===== config.mk =====
export PLATFORM = sky130hd
export DESIGN_NAME = serial_adder
export DESIGN_NICKNAME = d
export VERILOG_FILES = /design/src/rtl/serial_adder_pkg.sv /design/src/rtl/serial_adder_slice.sv /design/src/rtl/serial_adder.sv
export SDC_FILE = /design/constraint.sdc
export NUM_CORES = 1
export LEC_CHECK = 0
export ABC_AREA = 1
export BUFFER_PORTS_ARGS = -buffer_cell sky130_fd_sc_hd__buf_2
export CAP_MARGIN = 20
export CORE_MARGIN = 3
export CORE_UTILIZATION = 54
export CTS_CLUSTER_SIZE = 40
export DETAILED_ROUTE_END_ITERATION = 8
export MAX_ROUTING_LAYER = met4
export PLACE_DENSITY = 0.84
export SYNTH_ARGS = -nofsm -noshare
export SYNTH_HDL_FRONTEND = slang
export SYNTH_HIERARCHICAL = 1
export SYNTH_SLANG_ARGS = --single-unit

===== constraint.sdc =====
create_clock -name clk -period 1.6 [get_ports clk]
set_input_delay 0.08 -clock clk [delete_from_list [all_inputs] [get_ports clk]]
set_output_delay 0.08 -clock clk [all_outputs]
set_load 0.05 [all_outputs]

===== src/rtl/serial_adder_pkg.sv =====
// Shared types and constants for the bit-serial add/subtract unit.
// Subtraction support is compiled in only when SERIAL_ADDER_SUB_EN is defined.
package serial_adder_pkg;

   localparam int DEFAULT_WIDTH = 64;

   typedef enum logic [1:0] {
      IDLE = 2'd0,
      RUN  = 2'd1,
      DONE = 2'd2
   } state_t;

   typedef struct packed {
      logic n;
      logic z;
      logic c;
      logic v;
   } flags_t;

   // Counter must be able to represent WIDTH itself, hence the +1.
   function automatic int cnt_width(input int width);
      return $clog2(width + 1);
   endfunction

endpackage


===== src/rtl/serial_adder_slice.sv =====
// One-bit full-adder slice; the only arithmetic in the serial adder.
module serial_adder_slice (
   input  logic x,
   input  logic y,
   input  logic cin,
   output logic s,
   output logic cout
);

   assign s    = x ^ y ^ cin;
   assign cout = (x & y) | (cin & (x ^ y));

endmodule


===== src/rtl/serial_adder.sv =====
// Bit-serial adder/subtractor, LSB first, one bit per clock, ARM-style NZCV flags.
// Define SERIAL_ADDER_SUB_EN to enable A-B via the sub input; otherwise every op is A+B.
module serial_adder
   import serial_adder_pkg::*;
#(
   parameter int WIDTH = DEFAULT_WIDTH
) (
   input  logic             clk,
   input  logic             reset,
   input  logic             start,
   input  logic [WIDTH-1:0] a,
   input  logic [WIDTH-1:0] b,
   input  logic             sub,
   output logic             busy,
   output logic             done,
   output logic [WIDTH-1:0] result,
   output logic             flag_n,
   output logic             flag_z,
   output logic             flag_c,
   output logic             flag_v
);

   localparam int             CW   = cnt_width(WIDTH);
   localparam logic [CW-1:0]  LAST = CW'(WIDTH - 1);

   state_t           state, state_nxt;
   logic [WIDTH-1:0] a_sh;
   logic [WIDTH-1:0] b_sh;
   logic [WIDTH-1:0] sum_word;
   logic [CW-1:0]    cnt;
   logic             carry;
   logic             carry_init;
   logic             b_bit;
   logic             sum_bit;
   logic             carry_out;
   logic             last_bit;
   logic             load;
   flags_t           flags;

`ifdef SERIAL_ADDER_SUB_EN
   logic sub_q;

   // Two's-complement subtract: invert B and inject 1 as the initial carry.
   assign b_bit      = b_sh[0] ^ sub_q;
   assign carry_init = sub;

   always_ff @(posedge clk or negedge reset) begin
      if (!reset)
         sub_q <= 1'b0;
      else if (load)
         sub_q <= sub;
   end
`else
   logic unused_sub;

   assign b_bit      = b_sh[0];
   assign carry_init = 1'b0;
   assign unused_sub = sub;
`endif

   serial_adder_slice u_slice (
      .x    (a_sh[0]),
      .y    (b_bit),
      .cin  (carry),
      .s    (sum_bit),
      .cout (carry_out)
   );

   // Sum bits enter at the top of the A register as operand bits leave the bottom.
   assign sum_word = {sum_bit, a_sh[WIDTH-1:1]};
   assign last_bit = (cnt == LAST);
   assign load     = start && (state != RUN);

   // NOTE: sequential state uses non-blocking assignments so every flop samples pre-edge values.
   always_ff @(posedge clk or negedge reset) begin
      if (!reset)
         state <= IDLE;
      else
         state <= state_nxt;
   end

   // NOTE: every output of this block gets a default first so no latch is inferred.
   always_comb begin
      state_nxt = state;
      busy      = 1'b0;
      done      = 1'b0;
      case (state)
         IDLE: if (start) state_nxt = RUN;
         RUN: begin
            busy = 1'b1;
            if (last_bit) state_nxt = DONE;
         end
         DONE: begin
            done      = 1'b1;
            state_nxt = start ? RUN : IDLE;
         end
         default: state_nxt = IDLE;
      endcase
   end

   always_ff @(posedge clk or negedge reset) begin
      if (!reset) begin
         a_sh   <= '0;
         b_sh   <= '0;
         cnt    <= '0;
         carry  <= 1'b0;
         result <= '0;
         flags  <= '0;
      end else if (load) begin
         a_sh  <= a;
         b_sh  <= b;
         cnt   <= '0;
         carry <= carry_init;
      end else if (state == RUN) begin
         a_sh  <= sum_word;
         b_sh  <= b_sh >> 1;
         carry <= carry_out;
         cnt   <= cnt + CW'(1);
         if (last_bit) begin
            result <= sum_word;
            // carry still holds the carry into the MSB on this cycle.
            flags  <= '{n: sum_bit, z: (sum_word == '0), c: carry_out, v: carry ^ carry_out};
         end
      end
   end

   assign flag_n = flags.n;
   assign flag_z = flags.z;
   assign flag_c = flags.c;
   assign flag_v = flags.v;

endmodule


==> impl_results.md, run 1 <==
* Syn nets at 1069
* DRT Wirelength at 25600 um
* Ratio of cells with drive above 1 in the final layout at 20.7%
* Clk network pwr share at between 40% and 50%
* GRT Overall Usage at 30.1%
* Leak pwr at 0.00581 uW
* Status: complete, no violations
* Post-synth top flop: dfrtp_1
* Register bit total from synthesis at about 200
* Worst ir drop on vdd at 0.000671 V
* Internal cell power at a little over 8000 uW
* Drt first pass iters at 6
* Post-Route Skew at 0.00759 ns
* Mapped Cells at 935
* Crit Path Class: flop to primary output
* Antenna violations before repair at 1
* CTS tree: built
* Slew margin rel. at 63.9%
* Critical path's slowest cell: dfrtp_1
* RSZ-0062 raised after global routing: true
* Worst skew pair latency at 0.48 ns
* Most common cell in the synthesized netlist: nand2_1
* Post-synth ARST share at 100%
* Final setup TNS at 0 ns
* Die Height at 132 um
* Global route total overflow at 0
* Top cells by area, synth: dfrtp_1 60%, nand2_1 14%, o221ai_1 5.6%, o211ai_1 4.6%, inv_1 3.9%
* First-pass GRT wire length at 41900 um
* Post-synthesis sequential area ratio at 59.6%
* Fmax at 659 MHz
* Vias in the first global route at 8547
* Final Wtd Congestion at 0.829
* Setup crit end kind: primary output
* R2R depth at 8
* Final Hold Fails at 0
* R2R setup slack at 0.10 ns
* Post-route ant nets at 0
* Yosys warnings at 6
* Clock-pin slew on the worst setup and hold paths at 0.06 ns
* Worst EP required at 1.52 ns
* R2R Path Start: a_sh[0]
* Net Sw Frac at 20.5%
* Fin crit share at 94.8%
* Synth area leader: dfrtp_1
* Dpl cells at 1316
* Endpoints failing setup at 0
* Switching power of the nets at roughly 2100 uW
* Final min period at roughly 1.5 ns
* I/O pin count at 202
* Fin nets at 1391
* Startpoint types: flop
* Arr. time, crit path at 1.44 ns
* Post-synth cell types at 26
* Peak fanout along the critical path at 17
* Netlist Area Pre-Place at 0.00861 mm^2
* Finished Layout Cells at 1478
* Pwr Total at 10200 uW
* Min-delay worst type: input port to async pin
* Clk sinks at slightly above 200
* Row count at 45
* Power Dens Cells at roughly 860 mW/mm^2
* Die span in x at 132 um
* Sequential power share at 50.6%
* Combinational power share at about 5.6%
* Max-cap check violation count at 0
* Core area at 0.0154 mm^2
* CP peak stage delay at 0.41 ns
* Hold Slack at between 0.1 and 0.15 ns
* Yosys top cell area share at about three fifths
* Core utilization of the finished layout at 77.0%
* Final Max Tran Viols at 0
* Setup repair bufs after CTS at 0
* Clk buf depth at 3
* Average instance area after synthesis at 9.21 um^2
* Root Buffer: clkbuf_16
* Top cells by count, synth: 326 x nand2_1, 205 x dfrtp_1, 90 x inv_1
* Actual slew at the worst max-slew pin at 0.541 ns
* Worst reg2reg path endpoint: flag_z
* Post-DP HPWL at 14100 um
* Vias at about 8.1k
* First DRT Iteration DRCs at ~640
* Largest net degree at the start of global routing at a little under 60
* H-tree depth at 1
* DIE AREA at 0.0175 mm^2
* IO Port Bufs at 200
* DR WL/cell at 17.3 um
* TritonCTS Buffers at 21
* DRC at 0
* Post-synth EDFFs at 0
* Initial core utilization at 55.8%
* Via density per instance at 5.51
* CP Cell Sequence: nand2_4 > clkinv_4 > buf_6
* Area delta synth->final at 38.0%
==> power groups by stage <==
stage	registers, uW	clock network [uW]	logic [uW]
after detailed placement	5280	0	299
final	5180	4490	569
after global placement	5280	0	301
after CTS	5180	4540	544
after floorplan	5280	0	0.636
after global routing	5180	4760	615
==> flip-flops by register name, summed over array words and instances (netlist names) <==
name	count
carry	1
flag_n	1
result	63
a_sh	64
cnt	7
flag_v	1
flag_z	1
b_sh	64
flag_c	1
state	2
==> metal layers <==
layer / share of wire [%] / GRT usage (%)
met2: 51 / 50.8
met1: 37 / 35.7
met4: 3.9 / 12.5
met3: 7.7 / 5.57
met5: 0 / -
==> area by class of cell <==
| type | count | area (um^2) |
|---|---|---|
| diodes | 1 | 2.50 |
| clock buffers | 31 | 613 |
| clock inverters | 1 | 7.51 |
| fillers | 979 | 3540 |
| inverters | 92 | 355 |
| multi-input cells | 582 | 2860 |
| flip-flops and latches | 205 | 5130 |
| well taps | 211 | 264 |
| repair buffers | 355 | 2650 |
==> per-stage QoR <==
| stage | worst slack [ns] | cell area (um^2) |
|---|---|---|
| final | 0.0831 | 11900 |
| after global routing | -0.0664 | 11900 |
| after CTS | 0.0388 | 11900 |
| after detailed placement | 0.0510 | 9950 |
| after global placement | 0.0601 | 9950 |
| after floorplan | 0.0534 | 8610 |
==> timing repair <==
action / in CTS / in global routing
endpoints found under the setup margin: 1 / 20
gates resized for setup: 4 / 3
pin swaps: 1 / 6
hold buffers: 130 / 0
endpoints found under the hold margin: 296 / 0
==> cell families after synthesis <==
kind of cell | after synthesis | share of synthesized area (%)
flip-flops | 205 | 59.6
XOR/XNOR | 1 | 0.102
buffers and inverters | 148 | 7.34
AO/OA/AOI/OAI | 176 | 14.3
adder cells (fa/ha/maj) | 2 | 0.378
AND/OR/NAND/NOR | 403 | 18.3
==> how the worst max path moves through the flow <==
stage	slack, ns	end	from
6_report	0.08	busy	state[0]
5_1_grt	-0.07	flag_z	a_sh[0]
4_1_cts	0.04	flag_z	b_sh[0]
3_5_place_dp	0.05	flag_z	b_sh[0]
3_3_place_gp	0.06	flag_z	b_sh[0]
2_1_floorplan	0.05	a_sh[11]	state[1]
==> worst max-delay path: cells and delay by family, from the launching register on <==
kind	cells	cell delay (ns)
and+or+nand+nor	1	0.17
buffers and inverters	2	0.38
DFF	1	0.41
==> cells in the final DEF, fill, tap and decap left out <==
cell type / synthesis / routed
diode_2: 0 / 1
a22o_1: 1 / 1
nand3_2: 1 / 1
inv_4: 1 / 2
o21ai_0: 22 / 22
buf_12: 0 / 11
buf_4: 1 / 12
clkbuf_1: 19 / 5
clkinv_4: 0 / 1
a21oi_1: 2 / 2
buf_6: 4 / 3
o211ai_1: 53 / 53
nand2_1: 326 / 325
ha_1: 1 / 1
nor2_2: 1 / 2
nor2_8: 1 / 1
fa_1: 1 / 1
dfrtp_1: 205 / 205
clkbuf_8: 0 / 6
o21ai_2: 1 / 1
nand2_4: 0 / 2
o21ai_1: 41 / 41
clkinvlp_4: 0 / 1
nor2_1: 43 / 42
nand3_1: 30 / 30
buf_2: 32 / 198
inv_1: 90 / 89
o221ai_1: 55 / 55
dlygate4sd3_1: 0 / 130
clkbuf_16: 0 / 21
a22oi_1: 1 / 1
xnor2_1: 1 / 1
Power figures use the tool's default switching activity.
==> run 2: changes to the inputs <==
--- a/config.mk
+++ b/config.mk
@@ -10,6 +10,7 @@
 export CAP_MARGIN = 20
 export CORE_MARGIN = 3
 export CORE_UTILIZATION = 54
+export CTS_BUF_LIST = sky130_fd_sc_hd__clkbuf_8 sky130_fd_sc_hd__clkbuf_16
 export CTS_CLUSTER_SIZE = 40
 export DETAILED_ROUTE_END_ITERATION = 8
 export MAX_ROUTING_LAYER = met4
==> run 2 against run 1 <==
Net effect: register-to-register slack about the same; flip-flop and latch count unchanged; sequential share of layout area unchanged; clock power about the same; largest power group unchanged; count of clock-buffer cells in the layout down 5.
==> impl_results.md, run 2 (synthesis results as in run 1) <==
* DRC at 0 (unchanged)
* Final setup margin at 0.0859 ns (+0.00283 ns)
* Min-delay worst type: input port to async pin
* Startpoint types: flop
* Initial core utilization at 55.8% (unchanged)
* Highest-count cells in the layout ignoring fill and taps: 325 x nand2_1, 205 x dfrtp_1, 198 x buf_2, 130 x dlygate4sd3_1, 94 x inv_1
* Post-DP HPWL at 14100 um (unchanged)
* Die Height at 132 um (unchanged)
* Final Hold Fails at 0 (unchanged)
* Largest net degree at the start of global routing at 58 (unchanged)
* Clk buf depth at 3 (unchanged)
* Drt first pass iters at 6 (unchanged)
* Vias at 8168 (+0.29%)
* Ratio of cells with drive above 1 in the final layout at 20.7% (unchanged)
* CTS tree: built
* Peak fanout along the critical path at 17 (unchanged)
* Via density per instance at 5.53 (+0.29%)
* Status: complete, no violations
* Worst reg2reg path endpoint: flag_z
* First-pass GRT wire length at 41900 um (unchanged)
* Final Wtd Congestion at 0.829 (unchanged)
* Filler cell count at 979 (unchanged)
* Worst EP required at 1.52 ns (about the same)
* Setup crit end kind: primary output
* First DRT Iteration DRCs at 619 (-3.7%)
* Actual slew at the worst max-slew pin at 0.540 ns (-0.00117 ns)
* Area delta synth->final at 38.0% (unchanged)
* Pwr Total at 10200 uW (-0.26%)
* Fin crit share at 94.6% (-0.18 points)
* Endpoints failing setup at 0 (unchanged)
* GRT Overall Usage at 30.1% (unchanged)
* IO Port Bufs at 200 (unchanged)
* Fin nets at 1391 (unchanged)
* Worst ir drop on vdd at 0.000690 V (+2.9%)
* I/O pin count at 202 (unchanged)
* Post-route ant nets at 0 (unchanged)
* Clk sinks at 205 (unchanged)
* DR WL/cell at 17.2 um (-0.32%)
* Die span in x at 132 um (unchanged)
* Root Buffer: clkbuf_16
* Worst skew pair latency at 0.48 ns (about the same)
* Multi-input gate area at 0.00286 mm^2 (unchanged)
* Final setup TNS at 0 ns (unchanged)
* Global route total overflow at 0 (unchanged)
* Area post-placement at 0.00995 mm^2 (unchanged)
* R2R Path Start: a_sh[0]
* Power Dens Cells at 860 mW/mm^2 (-0.26%)
* Antenna violations before repair at 1 (unchanged)
* Post-Route Skew at 0.00987 ns (+0.00228 ns)
* RSZ-0062 raised after global routing: true
* H-tree depth at 1 (unchanged)
* Finished Layout Cells at 1478 (unchanged)
* Top flop regs: a_sh: 64 flops, b_sh: 64 flops, result: 63 flops
* Max-cap check violation count at 0 (unchanged)
* Vias in the first global route at 8547 (unchanged)
* R2R setup slack at 0.10 ns (about the same)
* Crit Path Class: flop to primary output
* Clock-pin slew on the worst setup and hold paths at 0.06 ns (about the same)
* Arr. time, crit path at 1.43 ns (about the same)
* Core area at 0.0154 mm^2 (unchanged)
* Final Cell Area at 0.0119 mm^2 (unchanged)
* Final Max Tran Viols at 0 (unchanged)
* DRT Wirelength at 25500 um (-0.32%)
* Setup WS pre-CTS at 0.0510 ns (unchanged)
* Slew margin rel. at 64.0% (+0.078 points)
* R2R depth at 8 (unchanged)
* DIE AREA at 0.0175 mm^2 (unchanged)
* Leak pwr at 0.00583 uW (+0.36%)
* TritonCTS Buffers at 21 (unchanged)
* Commonest non-fill, non-tap cell in the layout: nand2_1
* Row count at 45 (unchanged)
* Register area at 0.00513 mm^2 (unchanged)
* Fmax at 660 MHz (+0.19%)
* Final min period at 1.51 ns (-0.00283 ns)
* Dpl cells at 1316 (unchanged)
## run 2: metal layers
| metal | global-route usage [%] | wire (um) |
|---|---|---|
| met1 | 35.7 | 9610 |
| met2 | 50.8 | 12900 |
| met3 | 5.57 | 1940 |
| met4 | 12.5 | 1030 |
| met5 | - | 0 |
## run 2: worst max-delay path by stage
stage / to / slack, ns / start
final: busy / 0.09 / state[0]
after detailed placement: flag_z / 0.05 / b_sh[0]
after global routing: flag_z / -0.07 / a_sh[0]
after floorplan: a_sh[11] / 0.05 / state[1]
after CTS: flag_z / 0.04 / b_sh[0]
after global placement: flag_z / 0.06 / b_sh[0]
## run 2: repair_timing
item                                    CTS  global route
endpoints found under the setup margin    1            20
gates resized for setup                   4             3
gates cloned                              0             0
pin swaps                                 1             6
hold buffers                            130             0
buffers inserted                          0             0
endpoints found under the hold margin   296             0
## run 2: power by group
| part | internal, uW | total, uW | leakage [uW] | switching [uW] |
|---|---|---|---|---|
| registers | 5180 | 5180 | 0.00243 | 0 |
| logic | 343 | 569 | 0.00308 | 226 |
| clock network | 2590 | 4470 | 0.000322 | 1880 |
| total | 8120 | 10200 | 0.00583 | 2110 |
## run 2: through the flow
step	hold WS, ns	util (%)
global placement	0.0812	64.5
floorplan	-0.216	-
detailed placement	0.0839	64.5
global route	0.156	77.0
CTS	0.145	77.0
finish	0.125	77.0
## run 2: area by class of cell
class	count	area share (%)
sequential	205	43.2
inverter	92	2.99
timing repair buffer	355	22.3
tap	211	2.22
clock inverter	6	0.221
antenna	1	0.0211
clock buffer	26	5.00
multi-input combinational	582	24.1
## run 2: worst max-delay path: stages, from the launching register on
cell      delay (ns)
dfrtp_1         0.41
nand2_4         0.17
clkinv_4        0.18
buf_6           0.20
